**config.mk**
```make
export PLATFORM = sky130hd
export DESIGN_NAME = mutative_predictor
export DESIGN_NICKNAME = d
export VERILOG_FILES = /design/src/rtl/mutative_predictor.sv
export SDC_FILE = /design/constraint.sdc
export NUM_CORES = 1
export LEC_CHECK = 0
export BUFFER_PORTS_ARGS = -buffer_cell sky130_fd_sc_hd__buf_2
export CORE_UTILIZATION = 45
export CTS_CLUSTER_DIAMETER = 200
export CTS_CLUSTER_SIZE = 20
export DETAILED_ROUTE_END_ITERATION = 10
export PLACE_DENSITY = 0.74
export SLEW_MARGIN = 30
export SYNTH_ARGS = -nofsm -noshare
export SYNTH_HDL_FRONTEND = slang
export SYNTH_SLANG_ARGS = --single-unit
```
**constraint.sdc**
```tcl
create_clock -name clk -period 4.7 [get_ports clk]
set_input_delay 0.47 -clock clk [delete_from_list [all_inputs] [get_ports clk]]
set_output_delay 0.47 -clock clk [all_outputs]
set_load 0.02 [all_outputs]
```
**src/rtl/mutative_predictor.sv**
```systemverilog
// Mutative predictor: counts hits/misses over fixed access windows and asks the
// cache controller to grow or shrink its way configuration when the miss rate
// is high or low. After an accepted request it backs off for a cooldown period
// so the controller's change can settle before the next measurement.
//
// Handshake: setup_valid is a registered output that rises when a request is
// raised and stays high, with setup_update held constant, until a cycle where
// setup_valid & setup_ready are both 1 (the transfer). setup_ready has no
// effect while setup_valid is 0. Only rst can drop a request without transfer.
module mutative_predictor #(
  parameter int WINDOW   = 64,
  parameter int MISS_HI  = 16,
  parameter int MISS_LO  = 4,
  parameter int COOLDOWN = 32
) (
  input  logic                           clk,
  input  logic                           rst,
  input  logic                           access_valid,
  input  logic                           access_hit,
  input  logic                           flush_stall,
  input  logic [1:0]                     setup,
  output logic                           setup_valid,
  output logic                           setup_update,
  input  logic                           setup_ready,
  output logic [$clog2(WINDOW+1)-1:0]    window_misses,
  output logic [1:0]                     dbg_state
);

  localparam int CW  = $clog2(WINDOW + 1);
  localparam int CDW = (COOLDOWN > 1) ? $clog2(COOLDOWN) : 1;

  localparam logic [CW-1:0]  WINDOW_LAST = CW'(WINDOW);
  localparam logic [CW-1:0]  HI_THRESH   = CW'(MISS_HI);
  localparam logic [CW-1:0]  LO_THRESH   = CW'(MISS_LO);
  localparam logic [CDW-1:0] COOL_INIT   = CDW'(COOLDOWN - 1);

  typedef enum logic [1:0] {
    S_COUNT = 2'd0,
    S_REQ   = 2'd1,
    S_COOL  = 2'd2
  } state_t;

  state_t         r_state;
  logic [CW-1:0]  r_acc_cnt;
  logic [CW-1:0]  r_miss_cnt;
  logic [CDW-1:0] r_cool_cnt;
  logic           r_update;
  logic [CW-1:0]  r_win_misses;

  state_t         w_state_nxt;
  logic [CW-1:0]  w_acc_nxt;
  logic [CW-1:0]  w_miss_nxt;
  logic [CDW-1:0] w_cool_nxt;
  logic           w_update_nxt;
  logic [CW-1:0]  w_win_nxt;

  logic           w_count_en;
  logic [CW-1:0]  w_acc_inc;
  logic [CW-1:0]  w_miss_inc;
  logic           w_window_done;
  logic           w_grow;
  logic           w_shrink;

  // Counting qualifiers and the evaluation decision for the access on this edge.
  // The decision uses the incremented miss count so the closing access is included.
  always_comb begin
    w_count_en    = access_valid && !flush_stall && (r_state == S_COUNT);
    w_acc_inc     = r_acc_cnt + CW'(1);
    w_miss_inc    = r_miss_cnt + {{(CW-1){1'b0}}, !access_hit};
    w_window_done = w_count_en && (w_acc_inc == WINDOW_LAST);
    // Saturated configurations never produce a request in that direction.
    w_grow        = (w_miss_inc >= HI_THRESH) && (setup != 2'd3);
    w_shrink      = (w_miss_inc <= LO_THRESH) && (setup != 2'd0);
  end

  // Next-state and next-counter logic for the three-state request FSM.
  always_comb begin
    w_state_nxt  = r_state;
    w_acc_nxt    = r_acc_cnt;
    w_miss_nxt   = r_miss_cnt;
    w_cool_nxt   = r_cool_cnt;
    w_update_nxt = r_update;
    w_win_nxt    = r_win_misses;
    case (r_state)
      S_COUNT: begin
        if (w_count_en) begin
          if (w_window_done) begin
            w_acc_nxt  = '0;
            w_miss_nxt = '0;
            w_win_nxt  = w_miss_inc;
            if (w_grow) begin
              w_state_nxt  = S_REQ;
              w_update_nxt = 1'b1;
            end else if (w_shrink) begin
              w_state_nxt  = S_REQ;
              w_update_nxt = 1'b0;
            end
          end else begin
            w_acc_nxt  = w_acc_inc;
            w_miss_nxt = w_miss_inc;
          end
        end
      end
      S_REQ: begin
        // Payload is frozen here; a setup change does not alter it.
        if (setup_ready) begin
          w_state_nxt = S_COOL;
          w_cool_nxt  = COOL_INIT;
        end
      end
      S_COOL: begin
        // Decrements regardless of flush_stall so the back-off is a fixed length.
        if (r_cool_cnt == '0) begin
          w_state_nxt = S_COUNT;
          w_acc_nxt   = '0;
          w_miss_nxt  = '0;
        end else begin
          w_cool_nxt = r_cool_cnt - CDW'(1);
        end
      end
      default: begin
        w_state_nxt = S_COUNT;
      end
    endcase
  end

  // State and counter registers with synchronous active-high reset.
  always_ff @(posedge clk) begin
    if (rst) begin
      r_state      <= S_COUNT;
      r_acc_cnt    <= '0;
      r_miss_cnt   <= '0;
      r_cool_cnt   <= '0;
      r_update     <= 1'b0;
      r_win_misses <= '0;
    end else begin
      r_state      <= w_state_nxt;
      r_acc_cnt    <= w_acc_nxt;
      r_miss_cnt   <= w_miss_nxt;
      r_cool_cnt   <= w_cool_nxt;
      r_update     <= w_update_nxt;
      r_win_misses <= w_win_nxt;
    end
  end

  assign setup_valid   = (r_state == S_REQ);
  assign setup_update  = r_update;
  assign window_misses = r_win_misses;
  assign dbg_state     = r_state;

endmodule
```
* Yosys cells after proc, flatten, opt, wreduce, memory -nomap -nowiden *
Cells that the tools add are included.

cells by class
  reduce and logical (&&, ||, !) cells = 18
  $lt $le $gt $ge = 2
  mux-type cells = 19
  equality and inequality tests = 10
  add/subtract/negate cells = 3

operators with widths
  operator             count
  $mux 7               5
  $pmux 7 s2           2
  $mux 2               6
  $mux 5               2
  $ne 2x2->1 const B   5
  $pmux 5 s2           1
  $reduce_and 3->1     3
  $reduce_bool 2->1    4
  $add 7x1->7          1
  $add 7x1->7 const B  1
  $eq 7x7->1 const B   1
  $ge 7x5->1 const B   1
  $le 7x3->1 const B   1
  $pmux 2 s3           1
  $logic_and 1x1->1    5
  $logic_not 5->1      1
  $reduce_and 5->1     1
  $sub 5x1->5 const B  1
  $reduce_and 4->1     1
  $ne 3x3->1 const B   1
  $eq 2x1->1 const B   1
  $eq 2x2->1 const B   1
  $logic_not 1->1      2
  $logic_not 2->1      1
  other kinds (2)      3

storage, ports and cells
  output and inout bits = 11
  input port bits = 8
  logic and storage cells = 58
  register bits after elaboration = 29

* Depth between registers and ports, before layout *
  depth after elaboration = 9
  mapped depth = 9

* Worst setup path before layout *
OpenSTA, ideal clock, no wires.

  kind = register to register
  from = register r_acc_cnt[0]
  to = register r_win_misses[4], in the netlist window_misses[4]
  data arrival time = 2.152 ns
  setup time = 0.079 ns
  setup slack = 2.469 ns
  cell stages (with the launch flop) = 8
  data required time = 4.621 ns
  path buffers = 1
  cells stage by stage = dfxtp_1 ha_1 nand3_2 or4b_4 a221oi_4 buf_6 nor2_1 a211oi_2

on the way
  word-level cells in the longest chain between the ends = 4

ends and longest elaborated chain
  what                        RTL line  RTL
  start, declared             44        logic [CW-1:0] r_acc_cnt;
  start signal, assigned      138       r_acc_cnt <= w_acc_nxt;
  $add 7x1->7                 68        w_acc_inc = r_acc_cnt + CW'(1);
  $eq 7x7->1                  70        w_window_done = w_count_en && (w_acc_inc == WINDOW_LAST);
  $logic_and 1x1->1           70
  $reduce_and 3->1 (no line)  -
  end signal, assigned        142       r_win_misses <= w_win_nxt;
  end, declared               48        logic [CW-1:0] r_win_misses;

Every way passes these cells.
A chain may end at the register's enable or synchronous reset.

* Final worst setup path *
  from = register r_acc_cnt[0]
  to = register r_win_misses[6], in the netlist window_misses[6]

Same word-level chain as after synthesis.

==> out/summary.txt <==
Via density: 5.56
most frequent cells after synthesis: 29 x dfxtp_1, 22 x nor2_1, 11 x a21oi_1, 11 x nand2_1, 7 x nand3_1
worst slew pin tran: 0.782 ns
worst hold path class: input port to flip-flop
Tmin final: 2.64 ns
synthesized cell area: 1620 um^2
nets: 213
number of synthesized flops with an enable pin: 0
#FFs+latches synth: 29
gate count after technology mapping: 181
final setup vio count: 0
clock-pin slew on the worst setup and hold paths: 0.11 ns
Sequential Power Share: 50.4%
synthesized net count: 195
Via Count: 1367
vias in the first global route: 1212
Die ar.: 3830 um^2
Async SR Flop Fraction: 0%
Rel. slew slack: 47.9%
Die H: 61.9 um
ys flop type: dfxtp_1
IO Count: 19
ANT nets after route: 0
H-tree depth: 2
GR Util All Layers: 19.8%
Seq/Total Area, Yosys: 35.9%
PD cells: 272 nW/um^2
Avg Cell Area, Syn: 8.92 um^2
Initial Util: 47.7%
Finished Core Util: 53.5%
Internal: 0.382 mW
yosys warns: 0
Final TNS setup: 0 ns
Net Sw Frac: 22.5%
share of layout cells above drive strength 1: 20.5%
combinational power share: 4.7%
Leak Pwr: 0.666 nW
ANT cells: 0
CP Launch Type: flip-flop
# rows: 21
Layout area overhead: 12.2%
Pre-antenna DRT Iters: 4
max_cap viols: 0
global route overflow: 0
Die W: 61.9 um
status: finished clean
Hold Path Cell Cnt: 4
RSZ-0062 raised after global routing: no
Skew-Pair Late Insertion Delay: 0.34 ns
Switch Pwr: 0.111 mW
Layout fillers: 324
clock skew: 0.0135 ns
Core Region: 3390 um^2
synth top area cells: dfxtp_1 36%, nor2_1 5.1%, ha_1 4.6%
CTS resizes: 0
routed len/inst: 13.8 um
CTS max path bufs: 2
TritonCTS buffer count: 5
Arr. time, crit path: 2.84 ns
Hold Vio Cnt, Final: 0
Max IR drop VDD: 0.137 mV
Reg2Reg Depth: 6
DRC violation count after routing: 0
area share of the largest cell type after synthesis: 35.9%
HPWL after detailed placement: 2260 um
initial antenna violation count: 0
Final GP Congestion: 0.861
Final period util: 56.2%
setup bufs post-CTS: 0
Max Fclk: 379 MHz
Worst setup EP type: flip-flop
clock power share: 44.9%
routed wire length: 3410 um
Worst Path Required: 4.90 ns
largest net degree at the start of global routing: 31
# clock sinks: 29
Crit Path Max Fanout: 15
IO Port Bufs: 18
Yosys top cell by area: dfxtp_1
drt first-iter violations: 93
global-route wire length before repair: 5390 um
Crit Path Class: flip-flop to flip-flop
CTS tree: yes
most common cell in the synthesized netlist: dfxtp_1
Netlist cell types: 50
hold_buf cts: 0
Pins Over Slew Limit: 0
clk root buf: clkbuf_4
-- stage by stage --
stage	power [mW]	hold slack [ns]	std cells	area (um^2)	setup WS [ns]
2_1_floorplan	0.269	0.426	181	1620	2.47
3_3_place_gp	0.277	0.452	238	1720	2.18
3_5_place_dp	0.277	0.449	238	1720	2.11
4_1_cts	0.494	0.454	246	1800	2.07
5_1_grt	0.510	0.498	246	1810	1.90
6_report	0.493	0.457	246	1810	2.06
-- layer usage --
layer,global-route usage (%),share of wire [%]
met4,11.7,1.7
met2,30.1,44
met1,25.3,50
met3,4.76,3.8
met5,0,0
-- sequential cells by signal, summed over array words and instances, names as in the netlist --
| register | cells |
|---|---|
| r_acc_cnt | 7 |
| r_cool_cnt | 5 |
| dbg_state | 2 |
| r_miss_cnt | 7 |
| setup_update | 1 |
| window_misses | 7 |
-- path summary, 6_finish.rpt --
check	from	end	slack [ns]
min	setup_ready	dbg_state[0]	0.46
min reg2reg	r_cool_cnt[0]	r_cool_cnt[0]	0.46
max reg2reg	r_acc_cnt[0]	window_misses[6]	2.06
max	r_acc_cnt[0]	window_misses[6]	2.06
-- power by group through the flow --
stage                     clock network [mW]  logic [mW]  registers (mW)
after floorplan                            0      0.0150           0.254
after global placement                     0      0.0224           0.254
after detailed placement                   0      0.0224           0.254
after CTS                              0.223      0.0225           0.249
after global routing                   0.236      0.0259           0.249
final                                  0.222      0.0230           0.249
-- cells by family after synthesis --
group           count (synthesis)  synth area share [%]
fa+ha+maj                       6                  4.65
simple gates                   74                  25.4
xor+xnor                        8                  4.34
mux                             6                  3.72
compound gates                 46                  21.8
buf+inv                        12                  4.10
flops                          29                  35.9
-- critical path: stages, from the launching register on --
cell and delay, ns:
dfxtp_1 0.41, ha_1 0.31, nand3_2 0.16, or4b_4 0.60, a221oi_4 0.69, mux2i_1 0.27, nor2_1 0.07
-- layout by cell type, fill, tap and decap left out, types with 3 or more instances in the layout --
master / instances
xor2_1: 4
clkbuf_4: 5
buf_2: 18
a21oi_1: 11
a32oi_1: 4
ha_1: 6
nor3_1: 3
nor2b_1: 4
xnor2_1: 4
dfxtp_1: 29
mux2i_1: 6
and3_1: 4
a211oi_2: 3
nand2_1: 11
nor2_1: 22
nand3b_1: 3
o21ai_0: 6
nand3_1: 7
or4_1: 3
inv_1: 4
a211oi_1: 6
-- layout make-up --
type	count	area [um^2]	share of cell area [%]
Sequential cell	29	581	32.0
Timing Repair Buffer	19	97.6	5.38
Clock inverter	1	30.0	1.66
Clock buffer	7	55.1	3.04
Inverter	4	15.0	0.828
Tap cell	46	57.6	3.17
Multi-Input combinational cell	140	977	53.9
Note: power is estimated with default switching activity, not from simulation.
